### src/rtl/prio_writer_if.sv
// prio_writer_if: item stream in and page-memory write port out.
// master = the writer block, slave = the stream source / memory side.
interface prio_writer_if #(
   parameter int ADDR_W = 6,
   parameter int DATA_W = 36
);
   logic              din_valid;
   logic [DATA_W-1:0] din;
   logic              wr_en;
   logic [ADDR_W:0]   wr_addr;
   logic [DATA_W-1:0] wr_data;

   modport master (
      input  din_valid,
      input  din,
      output wr_en,
      output wr_addr,
      output wr_data
   );

   modport slave (
      output din_valid,
      output din,
      input  wr_en,
      input  wr_addr,
      input  wr_data
   );
endinterface

### src/rtl/prio_writer.sv
// prio_writer: ping-pong page writer feeding the priority-encoder reader.
// Define PRIO_WR_DROP_CNT_EN to add the drop_count output.
module prio_writer #(
   parameter int ADDR_W = 6,
   parameter int DATA_W = 36
) (
   input  logic              clk,
   input  logic              reset,
   input  logic              init,
   prio_writer_if.master     bus,
   output logic [ADDR_W-1:0] item_count,
   output logic              rd_page,
   output logic              count_valid,
   output logic              overflow
`ifdef PRIO_WR_DROP_CNT_EN
   ,
   output logic [7:0]        drop_count
`endif
);

   typedef enum logic {IDLE, FILL} state_t;

   localparam logic [ADDR_W-1:0] CNT_MAX = '1;

   state_t            state, state_nxt;
   logic              page;
   logic [ADDR_W-1:0] cnt;
   logic              dropped;

   logic              open_x;
   logic              close_x;
   logic              wpage;
   logic [ADDR_W-1:0] wcnt;
   logic              accept;
   logic              drop;

   always_ff @(posedge clk) begin
      if (reset) state <= IDLE;
      else       state <= state_nxt;
   end

   // An init always starts a fresh crossing, so any item on the same
   // cycle lands at address 0 of the page that becomes active.
   always_comb begin
      state_nxt = state;
      open_x    = 1'b0;
      close_x   = 1'b0;
      unique case (state)
         IDLE: begin
            if (init) begin
               state_nxt = FILL;
               open_x    = 1'b1;
            end
         end
         FILL: begin
            if (init) begin
               open_x  = 1'b1;
               close_x = 1'b1;
            end
         end
         default: state_nxt = IDLE;
      endcase
      wpage  = close_x ? ~page : page;
      wcnt   = open_x ? '0 : cnt;
      accept = bus.din_valid && (state == FILL || open_x)
               && (wcnt != CNT_MAX);
      drop   = bus.din_valid && (state == FILL) && !open_x
               && (cnt == CNT_MAX);
   end

   always_ff @(posedge clk) begin
      if (reset) begin
         bus.wr_en   <= 1'b0;
         bus.wr_addr <= '0;
         bus.wr_data <= '0;
         item_count  <= '0;
         rd_page     <= 1'b1;
         count_valid <= 1'b0;
         overflow    <= 1'b0;
         page        <= 1'b0;
         cnt         <= '0;
         dropped     <= 1'b0;
      end else begin
         bus.wr_en <= accept;
         if (accept) begin
            bus.wr_addr <= {wpage, wcnt};
            bus.wr_data <= bus.din;
         end
         cnt     <= accept ? wcnt + 1'b1 : wcnt;
         page    <= wpage;
         dropped <= (dropped & ~open_x) | drop;
         if (close_x) begin
            item_count  <= cnt;
            rd_page     <= page;
            count_valid <= 1'b1;
            overflow    <= dropped;
         end
      end
   end

`ifdef PRIO_WR_DROP_CNT_EN
   logic [7:0] dcnt;

   always_ff @(posedge clk) begin
      if (reset) begin
         dcnt       <= '0;
         drop_count <= '0;
      end else begin
         if (close_x) drop_count <= dcnt;
         if (open_x)
            dcnt <= '0;
         else if (drop && dcnt != 8'hFF)
            dcnt <= dcnt + 8'd1;
      end
   end
`endif

endmodule

### src/flat_wrapper.sv
// flat-port wrapper written by rule: the top's interface ports become plain ports
module prio_writer_flat 
#(
   parameter int ADDR_W = 6,
   parameter int DATA_W = 36
)
  (clk, reset, init, item_count, rd_page, count_valid, overflow, bus_din_valid, bus_din, bus_wr_en, bus_wr_addr, bus_wr_data);
  prio_writer_if #(.ADDR_W(ADDR_W), .DATA_W(DATA_W)) bus_i ();
  input  logic clk;
  input  logic reset;
  input  logic init;
  output logic [ADDR_W-1:0] item_count;
  output logic rd_page;
  output logic count_valid;
  output logic overflow;
  input wire logic [$bits(bus_i.din_valid)-1:0] bus_din_valid;
  input wire logic [$bits(bus_i.din)-1:0] bus_din;
  output wire logic [$bits(bus_i.wr_en)-1:0] bus_wr_en;
  output wire logic [$bits(bus_i.wr_addr)-1:0] bus_wr_addr;
  output wire logic [$bits(bus_i.wr_data)-1:0] bus_wr_data;
  assign bus_i.din_valid = bus_din_valid;
  assign bus_i.din = bus_din;
  assign bus_wr_en = bus_i.wr_en;
  assign bus_wr_addr = bus_i.wr_addr;
  assign bus_wr_data = bus_i.wr_data;
  prio_writer #(.ADDR_W(ADDR_W), .DATA_W(DATA_W)) u_core (.clk(clk), .reset(reset), .init(init), .bus(bus_i), .item_count(item_count), .rd_page(rd_page), .count_valid(count_valid), .overflow(overflow));
endmodule
### config.mk
export PLATFORM = sky130hd
export DESIGN_NAME = prio_writer_flat
export DESIGN_NICKNAME = d
export VERILOG_FILES = /design/src/rtl/prio_writer_if.sv /design/src/rtl/prio_writer.sv /design/src/flat_wrapper.sv
export SDC_FILE = /design/constraint.sdc
export NUM_CORES = 1
export LEC_CHECK = 0
export CORE_MARGIN = 2
export CORE_UTILIZATION = 44
export CTS_BUF_LIST = sky130_fd_sc_hd__clkbuf_2
export DETAILED_ROUTE_END_ITERATION = 8
export PLACE_DENSITY = 0.87
export SETUP_SLACK_MARGIN = 0.15
export SLEW_MARGIN = 20
export SYNTH_ARGS = -nofsm -noshare
export SYNTH_HDL_FRONTEND = slang
export SYNTH_SLANG_ARGS = --single-unit
### constraint.sdc
create_clock -name clk -period 2.39 [get_ports clk]
set_clock_uncertainty 0.15 [all_clocks]
set_input_delay 0.478 -clock clk [delete_from_list [all_inputs] [get_ports clk]]
set_output_delay 0.478 -clock clk [all_outputs]
set_load 0.005 [all_outputs]
==> metrics.md <==
| Metric | Value |
|---|---|
| Buffers & Inverters on Critical Path | `2` |
| Reg-to-reg startpoint | `u_core.cnt[0]` |
| Critical Path End Type | `flip-flop` |
| Hold slack final | `0.263 ns` |
| Crit-path max cell delay | `0.48 ns` |
| Met3 wire length | `303 um` |
| Static leakage | `1.24 nW` |
| Clock buffer depth | `2` |
| Max Used Layer | `met4` |
| Hold EP | `u_core.state` |
| Initial antenna violation count | `0` |
| Reg2Reg Depth | `7` |
| GR Overflow Total | `0` |
| Status | `complete, no violations` |
| Flops & latches, synth | `62` |
| Post-synthesis sequential area ratio | `between 50 and 60%` |
| Netlist cell types | `26` |
| Vias in the first global route | `between 1500 and 2000` |
| Hold_buf cts | `0` |
| Final setup vio count | `0` |
| DRT iter0 DRCs | `117` |
| Final nets | `414` |
| Yosys top cell by area | `dfxtp_1` |
| Core area | `a little over 5000 sq um` |
| Mapped Nets | `317` |
| Die span in x | `75.7 um` |
| HP Class | `primary input to flip-flop` |
| Root cell of the clock tree | `clkbuf_2` |
| Area contributors post-synth | `dfxtp_1 (55%), nand2_1 (16%), a21oi_1 (11%)` |
| Drt via density | `around 4.7` |
| Startpoint types | `primary input` |
| Synth Area per Inst | `8.19 sq um` |
| Routed Antenna Nets | `0` |
| Setup CP Type | `primary input to flip-flop` |
| Arrival @ worst endpoint | `2.29 ns` |
| CTS Buf Count | `9` |
| Die area | `5730 sq um` |
| Worst-Skew Late Latency | `0.45 ns` |
| Cell Count, Final, Fillers Out | `447` |
| Share of the synthesized area in the top cell type | `54.9%` |
| IO Count | `93` |
| RSZ-0062 raised after global routing | `false` |
| Port-buffer cells | `92` |
| Mapped Cells | `around 280` |
| Worst hold path startpoint | `reset` |
| Layout fillers | `443` |
| Layout cell share with drive strength beyond 1 | `just under 8%` |
| Final Cycle Share | `between 80 and 90%` |
| First drt pass iteration count | `5` |
| Worst slew pin tran | `0.397 ns` |
| Hold path cells | `2` |
| Gpl congestion | `0.840` |
| Row cnt | `26` |
| First-pass GRT wire length | `~8300 um` |
| Antenna Cells | `0` |
| Die height | `75.7 um` |
| Pwr dens | `555 nW/um^2` |
| Number of cells after detailed placement | `432` |
| FMAX | `0.487 GHz` |
| MaxCap Viol Count | `0` |
| CTS tree | `done` |
| Syn-to-layout area delta | `49.0%` |
| Critical path's slowest cell | `clkdlybuf4s50_1` |
| CP max FO | `15` |
| Setup Fix Bufs, Post-CTS | `0` |
| All-Layer GR Usage | `slightly below 20%` |
| Post-CTS sizing | `0` |
| Minimum clock period after layout | `about 2.1 ns` |
| DRT Wirelength | `5460 um` |
| # clock sinks | `62` |
| Worst R2R End | `u_core.bus.wr_data[26]` |
| Crit-path cells | `clkdlybuf4s50_1, nor2b_1, ha_1, and4b_4, a21o_1, buf_4, nand2_1, a21oi_1` |
| Largest delay share family, worst path | `buffers and inverters` |
| Drc violations | `0` |
| Pins Over Slew Limit | `0` |
| Final Power | `1.87 mW` |
| Final total negative setup slack | `0 ns` |
| Via Count | `2112` |
| Met1 WL | `between 2000 and 2500 um` |
| Flop-to-flop setup slack | `0.45 ns` |
| Final Hold Vio Count | `0` |
| Hpwl dp | `between 3000 and 4000 um` |
| Wirelength per Cell | `12.2 um` |
| Slew HR | `between 70% and 80%` |
| Clk pin slew, worst setup/hold paths | `0.16 ns` |
| Initial core utilization | `44.8%` |
| CP required | `2.63 ns` |
| # H-tree levels | `3` |
| Worst VDD drop | `0.392 mV` |
| Met2 wire len | `2680 um` |
| Synthesized area | `2260 sq um` |
| Synthesis warning total | `0` |
| Largest net degree at the start of global routing | `44` |
==> layout by cell type, fill, tap and decap left out, types with 2 or more instances in the layout <==
cell type and count:
xnor2_1 4, buf_4 11, nor2b_1 6, a21oi_1 50
and2_1 2, nand2_1 98, nor2_1 15, clkdlybuf4s50_1 91
buf_12 2, nand3_1 2, clkinv_1 2, a21o_1 2
dfxtp_1 62, nor3_1 2, clkbuf_2 12
==> sequential cells by signal (all words and copies together) (netlist names) <==
signal	count
u_core.dropped	1
u_core.cnt	6
u_core.rd_page	1
u_core.page	1
u_core.bus.wr_addr	7
u_core.state	1
u_core.count_valid	1
u_core.overflow	1
u_core.item_count	6
u_core.bus.wr_data	36
u_core.bus.wr_en	1
==> stage by stage <==
| step | util (%) | worst slack [ns] | area, sq um |
|---|---|---|---|
| after global placement | 65.3 | -0.0507 | 3290 |
| after CTS | 66.8 | 0.361 | 3370 |
| final | 66.8 | 0.335 | 3370 |
| after global routing | 66.8 | 0.253 | 3370 |
| after detailed placement | 65.3 | -0.137 | 3290 |
| after floorplan | - | 0.303 | 2260 |
==> Yosys cell counts <==
cell      count
nand2_1      98
dfxtp_1      62
a21oi_1      51
nor2_1       15
clkbuf_1      8
buf_4         7
nor2b_1       6
buf_2         4
xnor2_1       4
a21o_1        2
and2_1        2
nand3_1       2
nor3_1        2
a211oi_1      1
a211oi_2      1
a41oi_1       1
and4_1        1
and4b_4       1
ha_1          1
mux2_1        1
nand2b_1      1
nand4b_1      1
nor3b_1       1
o21ai_1       1
o21bai_1      1
or2_1         1
==> report_power, final <==
group | switching, mW | leakage (nW) | total, mW | internal [mW]
combinational | 0.117 | 0.679 | 0.287 | 0.170
clock | 0.341 | 0.0569 | 0.479 | 0.137
sequential | 0.0231 | 0.506 | 1.10 | 1.08
total | 0.481 | 1.24 | 1.87 | 1.39
==> kinds of logic (layout without fill, tap and decap cells) <==
| family | count (synthesis) | after routing | synth area share (%) |
|---|---|---|---|
| AO/OA/AOI/OAI | 58 | 58 | 13.8 |
| adder cells (fa/ha/maj) | 1 | 1 | 0.554 |
| buffers and inverters | 19 | 120 | 4.54 |
| AND/OR/NAND/NOR | 131 | 131 | 24.1 |
| flip-flops | 62 | 62 | 54.9 |
| multiplexers | 1 | 1 | 0.498 |
| XOR/XNOR | 4 | 4 | 1.55 |
==> layout make-up <==
| class | instances | area [sq um] | area share, % |
|---|---|---|---|
| timing repair buffer | 105 | 1040 | 30.8 |
| clock inverter | 3 | 12.5 | 0.372 |
| sequential | 62 | 1240 | 36.9 |
| multi-input combinational | 195 | 927 | 27.5 |
| tap | 70 | 87.6 | 2.60 |
| clock buffer | 12 | 60.1 | 1.78 |
==> routing by layer <==
layer / vias up / global-route usage (%)
met5: - / 0
met4: 0 / 9.75
met3: 6 / 5.03
met2: 55 / 31.4
met1: 963 / 23.4
li1: 1088 / -
==> worst max-delay path by stage <==
stage / from / endpoint / slack, ns / cells after the start
2_1_floorplan: init / u_core.bus.wr_data[10] / 0.30 / 9
3_3_place_gp: init / u_core.cnt[5] / -0.05 / 7
3_5_place_dp: init / u_core.cnt[5] / -0.14 / 7
4_1_cts: init / u_core.bus.wr_data[16] / 0.36 / 8
5_1_grt: init / u_core.bus.wr_data[12] / 0.25 / 8
6_report: init / u_core.bus.wr_data[26] / 0.34 / 8
(Power assumes the default switching activity.)
